File: src/rtl/mult32x32_pkg.sv
// ---------------------------------------------------------------------------
// mult32x32_pkg
// Shared types and widths for the 32x32 multiplier request front-end.
//   req_state_t : request FSM states (IDLE, LAUNCH, WAIT, HOLD)
//   OP_W        : operand width of the multiplier core
//   PROD_W      : product width of the multiplier core
// ---------------------------------------------------------------------------
package mult32x32_pkg;

    localparam int unsigned OP_W   = 32;
    localparam int unsigned PROD_W = 64;

    typedef enum logic [1:0] {
        IDLE   = 2'd0,
        LAUNCH = 2'd1,
        WAIT   = 2'd2,
        HOLD   = 2'd3
    } req_state_t;

endpackage

File: src/rtl/mult_req_fifo.sv
// ---------------------------------------------------------------------------
// mult_req_fifo
// Synchronous FIFO for operand pairs. Full/empty are resolved with an extra
// pointer MSB, so every one of DEPTH entries is usable.
// Ports:
//   clk, reset          : clock, asynchronous active-high reset
//   push, push_data     : write request and data (ignored when full)
//   pop                 : read request (ignored when empty)
//   pop_data            : head entry, valid whenever !empty
//   full, empty         : occupancy flags
// DEPTH must be a power of two, >= 2.
// ---------------------------------------------------------------------------
module mult_req_fifo #(
    parameter int unsigned WIDTH = 64,
    parameter int unsigned DEPTH = 2
) (
    input  logic             clk,
    input  logic             reset,
    input  logic             push,
    input  logic [WIDTH-1:0] push_data,
    input  logic             pop,
    output logic [WIDTH-1:0] pop_data,
    output logic             full,
    output logic             empty
);

    localparam int unsigned AW = $clog2(DEPTH);

    logic [AW:0]      wr_ptr;
    logic [AW:0]      rd_ptr;
    logic [WIDTH-1:0] mem [DEPTH];
    logic             do_push;
    logic             do_pop;

    assign do_push  = push && !full;
    assign do_pop   = pop && !empty;
    assign empty    = (wr_ptr == rd_ptr);
    assign full     = (wr_ptr[AW] != rd_ptr[AW]) && (wr_ptr[AW-1:0] == rd_ptr[AW-1:0]);
    assign pop_data = mem[rd_ptr[AW-1:0]];

    always_ff @(posedge clk or posedge reset) begin
        if (reset) begin
            wr_ptr <= '0;
            rd_ptr <= '0;
        end else begin
            if (do_push) wr_ptr <= wr_ptr + 1'b1;
            if (do_pop)  rd_ptr <= rd_ptr + 1'b1;
        end
    end

    // Storage needs no reset: entries are only read after being written.
    always_ff @(posedge clk) begin
        if (do_push) mem[wr_ptr[AW-1:0]] <= push_data;
    end

endmodule

File: src/rtl/mult32x32_req_ctrl.sv
// ---------------------------------------------------------------------------
// mult32x32_req_ctrl
// Valid/ready front-end for the fast 32x32 multiplier core. Operand pairs are
// queued in a FIFO, launched one at a time with a single-cycle start pulse,
// and the 64-bit product is captured into an output register.
// Ports:
//   clk, reset                : clock, asynchronous active-high reset
//   in_valid/in_ready         : operand pair handshake (in_ready = !fifo_full)
//   in_a, in_b                : operands
//   out_valid/out_ready       : product handshake
//   out_product               : registered unsigned product a*b
//   mult_start                : one-cycle start pulse to the core
//   mult_busy                 : core busy indication
//   mult_a, mult_b            : registered operands to the core
//   mult_product              : core product register
//   perf_ops, perf_busy_cycles: counters, only with MULT_REQ_PERF_EN defined
// Optional feature macro: MULT_REQ_PERF_EN
// ---------------------------------------------------------------------------
module mult32x32_req_ctrl
    import mult32x32_pkg::*;
#(
    parameter int unsigned FIFO_DEPTH = 2,
    parameter int unsigned A_W        = OP_W,
    parameter int unsigned B_W        = OP_W
) (
    input  logic              clk,
    input  logic              reset,
    input  logic              in_valid,
    output logic              in_ready,
    input  logic [A_W-1:0]    in_a,
    input  logic [B_W-1:0]    in_b,
    output logic              out_valid,
    input  logic              out_ready,
    output logic [PROD_W-1:0] out_product,
    output logic              mult_start,
    input  logic              mult_busy,
    output logic [A_W-1:0]    mult_a,
    output logic [B_W-1:0]    mult_b,
`ifdef MULT_REQ_PERF_EN
    output logic [31:0]       perf_ops,
    output logic [31:0]       perf_busy_cycles,
`endif
    input  logic [PROD_W-1:0] mult_product
);

    req_state_t           state;
    req_state_t           state_next;
    logic                 fifo_full;
    logic                 fifo_empty;
    logic                 fifo_push;
    logic                 fifo_pop;
    logic [A_W+B_W-1:0]   fifo_rdata;
    logic                 capture;

    // No bypass: a pop in the same cycle does not open in_ready on a full FIFO.
    assign in_ready   = !fifo_full;
    assign fifo_push  = in_valid && !fifo_full;
    assign mult_start = (state == LAUNCH);

    mult_req_fifo #(
        .WIDTH (A_W + B_W),
        .DEPTH (FIFO_DEPTH)
    ) u_fifo (
        .clk       (clk),
        .reset     (reset),
        .push      (fifo_push),
        .push_data ({in_a, in_b}),
        .pop       (fifo_pop),
        .pop_data  (fifo_rdata),
        .full      (fifo_full),
        .empty     (fifo_empty)
    );

    always_comb begin
        state_next = state;
        fifo_pop   = 1'b0;
        capture    = 1'b0;
        case (state)
            IDLE: begin
                if (!fifo_empty) begin
                    fifo_pop   = 1'b1;
                    state_next = LAUNCH;
                end
            end
            LAUNCH: begin
                state_next = WAIT;
            end
            WAIT: begin
                // Core raises busy the cycle after start, so busy low here means done.
                if (!mult_busy) begin
                    if (!out_valid || out_ready) begin
                        capture    = 1'b1;
                        state_next = IDLE;
                    end else begin
                        state_next = HOLD;
                    end
                end
            end
            HOLD: begin
                // Core keeps its product while start stays low.
                if (out_ready) begin
                    capture    = 1'b1;
                    state_next = IDLE;
                end
            end
            default: begin
                state_next = IDLE;
            end
        endcase
    end

    always_ff @(posedge clk or posedge reset) begin
        if (reset) begin
            state <= IDLE;
        end else begin
            state <= state_next;
        end
    end

    // Operands only change on a pop, so they stay stable until capture.
    always_ff @(posedge clk or posedge reset) begin
        if (reset) begin
            mult_a <= '0;
            mult_b <= '0;
        end else if (fifo_pop) begin
            {mult_a, mult_b} <= fifo_rdata;
        end
    end

    // A capture coinciding with a drain keeps out_valid high with the new product.
    always_ff @(posedge clk or posedge reset) begin
        if (reset) begin
            out_valid   <= 1'b0;
            out_product <= '0;
        end else if (capture) begin
            out_valid   <= 1'b1;
            out_product <= mult_product;
        end else if (out_ready) begin
            out_valid   <= 1'b0;
        end
    end

`ifdef MULT_REQ_PERF_EN
    always_ff @(posedge clk or posedge reset) begin
        if (reset) begin
            perf_ops         <= '0;
            perf_busy_cycles <= '0;
        end else begin
            if (capture)   perf_ops         <= perf_ops + 32'd1;
            if (mult_busy) perf_busy_cycles <= perf_busy_cycles + 32'd1;
        end
    end
`endif

endmodule

File: config.mk
export PLATFORM = sky130hd
export DESIGN_NAME = mult32x32_req_ctrl
export DESIGN_NICKNAME = d
export VERILOG_FILES = /design/src/rtl/mult32x32_pkg.sv /design/src/rtl/mult_req_fifo.sv /design/src/rtl/mult32x32_req_ctrl.sv
export SDC_FILE = /design/constraint.sdc
export NUM_CORES = 1
export LEC_CHECK = 0
export ABC_AREA = 1
export CAP_MARGIN = 20
export CORE_MARGIN = 2
export CORE_UTILIZATION = 48
export CTS_CLUSTER_SIZE = 14
export DETAILED_ROUTE_END_ITERATION = 6
export PLACE_DENSITY = 0.8
export SLEW_MARGIN = 20
export SYNTH_ARGS = -nofsm -noshare
export SYNTH_HDL_FRONTEND = slang
export SYNTH_HIERARCHICAL = 1
export SYNTH_SLANG_ARGS = --single-unit
File: constraint.sdc
create_clock -name clk -period 5.77 [get_ports clk]
set_input_delay 1.154 -clock clk [delete_from_list [all_inputs] [get_ports clk]]
set_output_delay 1.154 -clock clk [all_outputs]
set_load 0.02 [all_outputs]
# Yosys cells after proc, flatten, opt, wreduce, memory -nomap -nowiden
# Memory sizes are Yosys's and may differ from the RTL's. A register that Yosys moved wholly into a read port is not among the register bits.
# Cells that the tools add are included.
[word_totals] ramBits=128 inputBits=133 n_memories=1 register_bits=71
[mem_list] memory="u_fifo.mem" words=2 width=64 read_ports=1 rd_ports_with_merged_regs=1 wr=1 line="mult_req_fifo.sv:31" source="logic [WIDTH-1:0] mem [DEPTH];"
[classes] n_mux=15 eq_ne=9 add_sub_neg=2 reduce_logical=11
[op_table] op="two-way mux 1 bit" count=9
[op_table] op="two-way mux 2 bit" count=4
[op_table] op="case mux 2 bit (4 select lines)" count=1
[op_table] op="!= test 2 bit, second input constant" count=3
[op_table] op="adder 2 x 1 -> 2 bit, second input constant" count=2
[op_table] op="== test 2 bit, second input constant" count=2
[op_table] op="logical AND 1 bit" count=4
[op_table] op="logical NOT 1 bit" count=3
[op_table] op="AND reduction 3 bit" count=1
[op_table] op="== test 2 x 1 -> 1 bit, second input constant" count=1
[op_table] op="== test 2 bit" count=1
[op_table] op="logical NOT 2 bit" count=1
[op_table] op="case mux 1 bit (2 select lines)" count=1
[op_table] op="nonzero test 2 bit" count=1
[op_table] op="== test 1 bit" count=1
[op_table] op="logical OR 1 bit" count=1
[op_table] op="!= test 1 bit" count=1

# Depth between registers and ports, before layout
# Gate-level depths: netlist (run 1).
[depth] word_depth=7 depth_mapped=12 ltp_nobuf=11

# Modules after synthesis
# The synthesis (run 1) kept the hierarchy.
[by_module_without_submodules] mod="mult32x32_req_ctrl" cells_each=583 area_per_inst_um2=5241.3 instances=1
[by_module_without_submodules] mod="mult_req_fifo" cells_each=376 area_per_inst_um2=4921.0 instances=1

# Worst setup path before layout (run 1)
# No wires, ideal clock.
[synth_timing] path_type="input-to-reg" startpoint="input port in_valid" endpoint="memory u_fifo.mem[1][0] (enable)" path_stages=6 path_buffers=0 arrival_time_ns=2.755 setup_slack_ns=2.597 cell_sequence="inv_1 nor2_1 nand2_1 inv_1 nand2_1 inv_1"
[synth_via] elab_chain_len=4
[synth_lines] item="start, declared" line="mult32x32_req_ctrl.sv:28" source="input logic in_valid,"
[synth_lines] item="logical AND 1 bit" line="mult32x32_req_ctrl.sv:57" source="assign fifo_push = in_valid && !fifo_full;"
[synth_lines] item="net fifo_push" line="mult32x32_req_ctrl.sv:50" source="logic fifo_push;"
[synth_lines] item="logical AND 1 bit" line="mult_req_fifo.sv:35" source="assign do_push = push && !full;"
[synth_lines] item="two-way mux 1 bit" line="mult_req_fifo.sv:53" source="if (do_push) mem[wr_ptr[AW-1:0]] <= push_data;"
[synth_lines] item="two-way mux 1 bit (not written as such)" line="mult_req_fifo.sv:53"
[synth_lines] item="end, declared" line="mult_req_fifo.sv:31"
# The timed path passes the listed nets, and every way through them passes these cells.

# Worst setup path after layout (run 1)
[layout_timing] startpoint="register u_fifo.rd_ptr[0]" endpoint="output port in_ready"
[layout_via] elab_chain_len=3
[layout_lines] item="start, declared" line="mult_req_fifo.sv:30" source="logic [AW:0] rd_ptr;"
[layout_lines] item="start signal, assigned" line="mult_req_fifo.sv:47" source="if (do_pop) rd_ptr <= rd_ptr + 1'b1;"
[layout_lines] item="== test 1 bit" line="mult_req_fifo.sv:38" source="assign full = (wr_ptr[AW] != rd_ptr[AW]) && (wr_ptr[AW-1:0] == rd_ptr[AW-1:0]);"
[layout_lines] item="logical AND 1 bit" line="mult_req_fifo.sv:38"
[layout_lines] item="net fifo_full" line="mult32x32_req_ctrl.sv:48" source="logic fifo_full;"
[layout_lines] item="logical NOT 1 bit" line="mult32x32_req_ctrl.sv:56" source="assign in_ready = !fifo_full;"
[layout_lines] item="end, declared" line="mult32x32_req_ctrl.sv:29" source="output logic in_ready,"
# The timed path passes the listed nets, and every way through them passes these cells.

==> results of run 1 <==
## sequential cells by signal, indices dropped and copies added (netlist names)
register,count
u_fifo/mem,128
out_product,64
mult_a,32
mult_b,32
state,2
u_fifo/rd_ptr,2
u_fifo/wr_ptr,2
out_valid,1
## through the flow
| step | power (mW) | setup slack, ns |
|---|---|---|
| 2_1_floorplan | 5.140 | 1.118 |
| 5_1_grt | 8.609 | 1.476 |
| 3_5_place_dp | 6.400 | 2.148 |
| 6_report | 8.071 | 1.676 |
| 4_1_cts | 8.165 | 1.649 |
| 3_3_place_gp | 6.296 | 2.177 |
## final cells by class
| cell class | instances | area (sq um) | share of cell area |
|---|---|---|---|
| clock inverters | 11 | 140.1 | 0.01020 |
| multi-input cells | 626 | 2465 | 0.1794 |
| clock buffers | 36 | 760.7 | 0.05536 |
| repair buffers | 273 | 2720 | 0.1980 |
| inverters | 22 | 87.58 | 0.006374 |
| well taps | 275 | 344.1 | 0.02504 |
| flip-flops and latches | 263 | 7223 | 0.5257 |
## kinds of logic (layout without fill, tap and decap cells)
group / Yosys count / count (layout) / synth area share
xor gates and xnor gates: 1 / 1 / 0.0008620
and+or+nand+nor: 625 / 625 / 0.2412
DFF: 263 / 263 / 0.7107
buffers and inverters: 70 / 342 / 0.04728
## report_power, final
part | leakage [nW] | internal [mW] | switching (mW)
registers | 2.87 | 2.74 | 0.322
logic | 2.96 | 1.28 | 1.99
clock network | 0.444 | 1.06 | 0.676
## worst min-delay path by stage
stage | slack [ns] | start | cells past startpoint | end
2_1_floorplan | 0.48 | u_fifo/wr_ptr[0] | 2 | u_fifo/wr_ptr[0]
3_3_place_gp | 0.46 | mult_a[26] | 2 | mult_a[26]
3_5_place_dp | 0.46 | mult_a[11] | 2 | mult_a[11]
4_1_cts | 0.48 | mult_a[28] | 2 | mult_a[28]
5_1_grt | 0.50 | mult_a[27] | 2 | mult_a[27]
6_report | 0.47 | mult_a[27] | 2 | mult_a[27]
## critical path: stages (launching register included)
cell             delay (ns)
dfrtp_2                0.38
buf_4                  0.32
inv_2                  0.11
buf_4                  0.57
nand2_1                0.11
nand2_1                0.11
nand2_1                0.11
inv_1                  0.09
inv_1                  0.04
clkdlybuf4s50_1        0.52
## layout by cell type (no fill, tap or decap), types with 2 or more instances in the layout
cell type / netlist / final
inv_2: 4 / 6
edfxtp_1: 128 / 128
clkbuf_8: 0 / 3
dfrtp_1: 135 / 134
nand2_2: 2 / 2
clkbuf_1: 4 / 5
nand3_2: 1 / 2
clkinv_2: 0 / 5
clkdlybuf4s50_1: 0 / 263
nor2_1: 3 / 3
inv_6: 0 / 3
nand2_1: 545 / 545
clkbuf_16: 0 / 28
nand3_1: 73 / 72
buf_4: 10 / 9
bufinv_16: 0 / 3
inv_1: 18 / 15
## synth_stat cells
library cell,instances,area [sq um]
buf_4,10,75.07
buf_2,12,60.06
inv_2,4,15.01
inv_1,18,67.56
nor2_2,1,6.260
clkbuf_1,4,15.01
edfxtp_1,128,3844
nand2_2,2,12.51
dfrtp_1,135,3378
nor2_1,3,11.26
buf_6,22,247.7
nand3_2,1,10.01
nand3_1,73,365.4
nand2_1,545,2046
xor2_1,1,8.760
## metal layers
| metal | routed length, um | global-route usage | vias up |
|---|---|---|---|
| li1 | - | - | 3554 |
| met1 | 9294 | 0.2603 | 3537 |
| met2 | 11400 | 0.3546 | 275 |
| met3 | 2129 | 0.05122 | 29 |
| met4 | 384 | 0.04857 | 2 |
| met5 | 16 | 0 | - |
==> impl_metrics.tcl, run 1 <==
set metrics [dict create \
    htree_levels 1 \
    ys_seq_elements 263 \
    portBuffers 263 \
    clock_sinks 263 \
    numCtsBuffers 26 \
    clkTransAtPathRegs_ns 0.06 \
    ant_nets 0 \
    fillers 1629 \
    worstSetupStartpoint "u_fifo/rd_ptr[0]" \
    min_path_type "flip-flop to flip-flop" \
    fp.dieW_um 149.5 \
    setup_viol 0 \
    fp.dieH_um 149.5 \
    wirelength_mm 23.22 \
    r2r_end "u_fifo/mem[1][17]" \
    cp-end-kind "output port" \
    syn_area_per_cell_sq_um 10.60 \
    start_util 0.4865 \
    outcome "complete, no violations" \
    routabilityCongestion 0.7715 \
    dp_hpwl_mm 15.12 \
    cap_violations 0 \
    antenna_found_initial 1 \
    crit_arrival_ns 2.94 \
    vdd_ir_drop_max_mv 0.3395 \
    slew_headroom 0.3986 \
    grt_pass1_wl_mm 36.29 \
    synth_area_sq_um 10160 \
    fmax_mhz 244.2 \
    leakage_nw 6.267 \
    num-nets-final 1345 \
    stdcell_area_sq_um 13740 \
    clkLatencyLatePin_ns 0.52 \
    dieArea_sq_um 22350 \
    critPathMaxFanout 68 \
    ios 264 \
    area_delta_synth_final_pct 35.21 \
    cts.repair.resized 0 \
    grt_pass1_vias 7318 \
    fin_skew_ns 0.01190 \
    drc 0 \
    fp.coreArea_sq_um 20890 \
    path_class "flip-flop to output port" \
    rsz0062_at_grt "false" \
    crit_end "in_ready" \
    post-cts-setup-buffers 0 \
    rows 53 \
    rr_worst_depth 13 \
    finalNonFillerCells 1506 \
    diodes 0 \
    period_minus_slack_ns 4.094 \
    grt_max_degree 91 \
    track_usage 0.2048 \
    cts_root_buf "clkbuf_16" \
    placed_cell_area_sq_um 12840 \
    finish.utilization 0.6578 \
    ys_types 15 \
    drive_above_1_share 0.05280 \
    cts_hold_buffers 0 \
    worst_pin_slew_ns 0.9008 \
    rrSetupSlack_ns 2.13 \
    first_iter_violations 324 \
    hold_viol_final 0 \
    avgViaCountPerCell 4.912 \
    cts_tree "done" \
    dp_cells 1459 \
    dr.pass1.iters 5 \
    seq_area_frac_synth 0.7107 \
    vias 7397 \
    required_ns 4.62 \
    holdWs_ns 0.4742 \
    ys_warn_count 6 \
    worstReg2RegStart "u_fifo/rd_ptr[0]" \
    syn_nets 1092 \
    period_share 0.7096 \
    p_per_area_nw_per_um2 587.4 \
    cp-start-kind "flip-flop" \
    drt-wirelength-per-cell_um 15.42 \
    overflow 0 \
    clock_path_buffers 3 \
    maxSlewViolCount 0 \
    tns_ns 0 \
    netlist_instances 959 \
]
No activity file was read; power rests on OpenSTA's default activity.
==> run 2: changes to the inputs <==
--- a/config.mk
+++ b/config.mk
@@ -8,10 +8,10 @@
 export ABC_AREA = 1
 export CAP_MARGIN = 20
 export CORE_MARGIN = 2
-export CORE_UTILIZATION = 48
+export CORE_UTILIZATION = 44
 export CTS_CLUSTER_SIZE = 14
 export DETAILED_ROUTE_END_ITERATION = 6
-export PLACE_DENSITY = 0.8
+export PLACE_DENSITY = 0.77
 export SLEW_MARGIN = 20
 export SYNTH_ARGS = -nofsm -noshare
 export SYNTH_HDL_FRONTEND = slang
==> constraint.sdc (replaced) <==
create_clock -name clk -period 3.3 [get_ports clk]
set_input_delay 0.66 -clock clk [delete_from_list [all_inputs] [get_ports clk]]
set_output_delay 0.66 -clock clk [all_outputs]
set_load 0.02 [all_outputs]
==> impl_metrics.tcl, run 2 (same netlist as run 1, synthesis figures left out) <==
set metrics [dict create \
    outcome "complete, no violations" \
    cp-start-kind "flip-flop" \
    fp.dieH_um 156.0 \
    fin_skew_ns 0.02080 \
    crit_buf_inv 4 \
    clock_path_buffers 3 \
    p_comb_frac 0.409 \
    drt-wirelength-per-cell_um 16.16 \
    clock_sinks 263 \
    p_total_mw 14.11 \
    stdcell_area_sq_um 13790 \
    track_usage 0.2008 \
    clkLatencyLatePin_ns 0.54 \
    fp.dieW_um 156.0 \
    worstSetupStartpoint "u_fifo/rd_ptr[1]" \
    min_path_type "input pin to asynchronous set/reset pin" \
    pwr-share-seq 0.382 \
    fillers 1823 \
    final_common_cell "nand2_1" \
    overflow 0 \
    pre_cts_slack_ns 0.8679 \
    worst_pin_slew_ns 0.7591 \
    maxSlewViolCount 0 \
    dp_hpwl_mm 15.49 \
    cp-end-kind "output port" \
    fp.coreArea_sq_um 22640 \
    vias 7465 \
    cap_violations 0 \
    holdWs_ns 0.4131 \
    hold_viol_final 0 \
    slew_headroom 0.4940 \
    multiInputGateArea_sq_um 2465 \
    path_class "flip-flop to output port" \
    crit_path_max_incr_delay_ns 0.59 \
    period_minus_slack_ns 2.653 \
    worst_slack_ns 0.6470 \
    leakage_nw 6.269 \
    drc 0 \
    clkPwrFrac 0.209 \
    portBuffers 263 \
    p_sw_frac 0.3795 \
    dieArea_sq_um 24330 \
    wirelength_mm 24.66 \
    seqCellArea_sq_um 7223 \
    post-cts-setup-buffers 0 \
    required_ns 2.64 \
    p_sw_mw 5.356 \
    numCtsBuffers 28 \
    start_util 0.4489 \
    p_per_area_nw_per_um2 1024 \
    drive_above_1_share 0.05484 \
    crit_slowest_cell "clkdlybuf4s50_1" \
    clkTransAtPathRegs_ns 0.07 \
    num-nets-final 1351 \
    largest_reg_flops 128 \
    rsz0062_at_grt "false" \
    final_cell_mix "nand2_1 (545), clkdlybuf4s50_1 (263), dfrtp_1 (134)" \
    path_delay_family "buffers and inverters" \
    vdd_ir_drop_max_mv 0.5875 \
    cts_root_buf "clkbuf_16" \
    critPathMaxFanout 5 \
    finalNonFillerCells 1526 \
    ant_nets 0 \
    fmax_mhz 376.9 \
    intPower_mw 8.758 \
    finish.utilization 0.6090 \
    htree_levels 1 \
    grt_pass1_wl_mm 38.75 \
    dr.pass1.iters 5 \
    avgViaCountPerCell 4.892 \
    placed_cell_area_sq_um 12920 \
    cts_hold_buffers 0 \
    routabilityCongestion 0.7472 \
    antenna_found_initial 2 \
    grt_pass1_vias 7537 \
    setup_viol 0 \
    crit_chain "inv_1 -> nand2_1 -> nand2_1 -> nand2_1 -> inv_1 -> inv_1 -> clkdlybuf4s50_1" \
    grt_max_degree 80 \
    tns_ns 0 \
    first_iter_violations 560 \
    cts.repair.resized 0 \
    ios 264 \
    period_share 0.8039 \
    rows 55 \
    crit_arrival_ns 1.99 \
    cts_tree "done" \
    worstReg2RegStart "u_fifo/rd_ptr[1]" \
    area_delta_synth_final_pct 35.67 \
    dp_cells 1473 \
]
## run 2: layer usage
layer | up-vias | share of wire | GRT usage
met5 | - | 0.00065 | 0
met4 | 2 | 0.021 | 0.04587
met3 | 40 | 0.098 | 0.05806
met2 | 301 | 0.49 | 0.3527
met1 | 3545 | 0.39 | 0.2464
li1 | 3577 | - | -
## run 2: final cells by class
cell class / count / share of cell area
Clock inverter: 13 / 0.008258
Multi-Input combinational cell: 626 / 0.1788
Inverter: 22 / 0.006262
Antenna cell: 1 / 0.0001815
Clock buffer: 39 / 0.05454
Timing Repair Buffer: 277 / 0.2022
Sequential cell: 263 / 0.5239
Tap cell: 285 / 0.02586
## run 2: path summary, 6_finish.rpt
check	end	slack, ns	cells past startpoint
setup / recovery	in_ready	0.65	7
hold / removal	u_fifo/wr_ptr[0]	0.41	2
setup reg to reg	u_fifo/mem[0][15]	1.30	9
hold reg to reg	mult_a[23]	0.47	2
max in group asynchronous	mult_a[29]	2.29	3
min in group clk	mult_a[23]	0.47	2
## run 2: power by group through the flow
stage,combinational [mW],clock [mW],sequential [mW]
2_1_floorplan,2.74,0,6.25
3_3_place_gp,5.70,0,5.41
3_5_place_dp,5.83,0,5.44
4_1_cts,5.87,3.02,5.40
5_1_grt,6.42,3.15,5.52
6_report,5.78,2.95,5.39
## run 2: worst reg2reg max path: cells and delay by family, from the launching register on
| family | cells | cell delay (ns) |
|---|---|---|
| buffers and inverters | 4 | 0.65 |
| AND/OR/NAND/NOR | 5 | 0.57 |
| flip-flops | 1 | 0.42 |
==> run 3: changes to the inputs <==
==> constraint.sdc (replaced) <==
create_clock -name clk -period 2.2 [get_ports clk]
set_input_delay 0.44 -clock clk [delete_from_list [all_inputs] [get_ports clk]]
set_output_delay 0.44 -clock clk [all_outputs]
set_load 0.02 [all_outputs]
==> impl_metrics.tcl, run 3 (same netlist as run 1, synthesis figures left out) <==
set metrics [dict create \
    outcome "complete, no violations" \
    antenna_found_initial 0 \
    clock_sinks 263 \
    dieArea_sq_um 24330 \
    cp-start-kind "flip-flop" \
    ant_nets 0 \
    finalNonFillerCells 1522 \
    path_delay_family "buffers and inverters" \
    grt_pass1_wl_mm 37.98 \
    clkPwrFrac 0.204 \
    hold_viol_final 0 \
    fin_skew_ns 0.01361 \
    maxSlewViolCount 0 \
    dp_cells 1476 \
    grt_pass1_vias 7391 \
    p_sw_frac 0.3752 \
    clock_path_buffers 3 \
    period_minus_slack_ns 2.008 \
    p_sw_mw 7.988 \
    p_per_area_nw_per_um2 1535 \
    diodes 0 \
    overflow 0 \
    crit_chain "clkdlybuf4s50_1" \
    rsz0062_at_grt "false" \
    cts_tree "done" \
    fp.dieH_um 156.0 \
    fp.coreArea_sq_um 22640 \
    min_path_type "input pin to asynchronous set/reset pin" \
    crit_buf_inv 1 \
    leakage_nw 6.292 \
    numCtsBuffers 27 \
    drive_above_1_share 0.05740 \
    cts_root_buf "clkbuf_16" \
    worst_pin_slew_ns 0.7519 \
    worst_slack_ns 0.1923 \
    vias 7328 \
    crit_path_max_incr_delay_ns 0.63 \
    num-nets-final 1353 \
    dr.pass1.iters 4 \
    intPower_mw 13.30 \
    final_common_cell "nand2_1" \
    fillers 1779 \
    first_iter_violations 580 \
    avgViaCountPerCell 4.815 \
    fmax_mhz 498.1 \
    crit_slowest_cell "clkdlybuf4s50_1" \
    largest_reg_flops 128 \
    path_class "flip-flop to output port" \
    slew_headroom 0.4987 \
    routabilityCongestion 0.7998 \
    post-cts-setup-buffers 0 \
    holdWs_ns 0.2004 \
    portBuffers 263 \
    start_util 0.4489 \
    period_share 0.9126 \
    pre_cts_slack_ns 0.1768 \
    fp.dieW_um 156.0 \
    area_delta_synth_final_pct 36.46 \
    ios 264 \
    grt_max_degree 75 \
    setup_viol 0 \
    final_cell_mix "nand2_1 (543), clkdlybuf4s50_1 (261), dfrtp_1 (134)" \
    pwr-share-seq 0.378 \
    critPathMaxFanout 2 \
    required_ns 1.76 \
    rows 55 \
    track_usage 0.1976 \
    vdd_ir_drop_max_mv 0.8851 \
    cap_violations 0 \
    clkLatencyLatePin_ns 0.54 \
    clkTransAtPathRegs_ns 0.06 \
    dp_hpwl_mm 15.94 \
    crit_arrival_ns 1.57 \
    cp-end-kind "output port" \
    drt-wirelength-per-cell_um 15.91 \
    htree_levels 1 \
    wirelength_mm 24.22 \
    drc 0 \
    p_comb_frac 0.418 \
]
-- run 3: per-stage QoR --
stage,setup TNS (ns),utilization,cell area [sq um],power [mW]
floorplan,-7.258,-,10180,13.50
global placement,0,0.5756,13030,16.87
detailed placement,0,0.5756,13030,17.16
CTS,0,0.6127,13870,21.55
global route,0,0.6125,13870,22.75
finish,0,0.6125,13870,21.29
-- run 3: final timing paths --
| check | slack (ns) | end | cells after the start | startpoint |
|---|---|---|---|---|
| max | 0.19 | mult_b[20] | 1 | mult_b[20] |
| min | 0.20 | u_fifo/rd_ptr[1] | 2 | reset |
| max reg2reg | 0.29 | mult_b[9] | 10 | u_fifo/wr_ptr[0] |
| min reg2reg | 0.48 | mult_b[4] | 2 | mult_b[4] |
| max in group asynchronous | 1.26 | out_product[16] | 3 | reset |
| min in group clk | 0.44 | out_product[42] | 3 | mult_product[42] |
-- run 3: per-layer routing --
layer	GRT usage	share of wire	vias to the layer above
met5	0	0	-
met4	0.05461	0.023	0
met3	0.05639	0.098	36
met2	0.3493	0.49	288
met1	0.2369	0.39	3432
li1	-	-	3572
-- run 3: final cells by class --
cell class | instances | area, sq um | share of cell area
inverters | 22 | 93.84 | 0.006767
flip-flops and latches | 263 | 7223 | 0.5209
multi-input cells | 626 | 2472 | 0.1783
clock buffers | 40 | 774.5 | 0.05585
repair buffers | 280 | 2879 | 0.2076
well taps | 285 | 356.6 | 0.02572
clock inverters | 6 | 67.56 | 0.004872
-- run 3: what timing repair did --
item	CTS	global route
gates cloned	0	0
gates resized for setup	2	2
hold buffers	0	0
setup endpoints to repair	2	1
-- run 3: power by group through the flow --
| stage | Clock (mW) | Combinational (mW) | Sequential (mW) |
|---|---|---|---|
| 2_1_floorplan | 0 | 4.13 | 9.36 |
| 3_3_place_gp | 0 | 8.81 | 8.06 |
| 3_5_place_dp | 0 | 9.05 | 8.11 |
| 4_1_cts | 4.44 | 9.05 | 8.05 |
| 5_1_grt | 4.62 | 9.89 | 8.24 |
| 6_report | 4.35 | 8.90 | 8.05 |
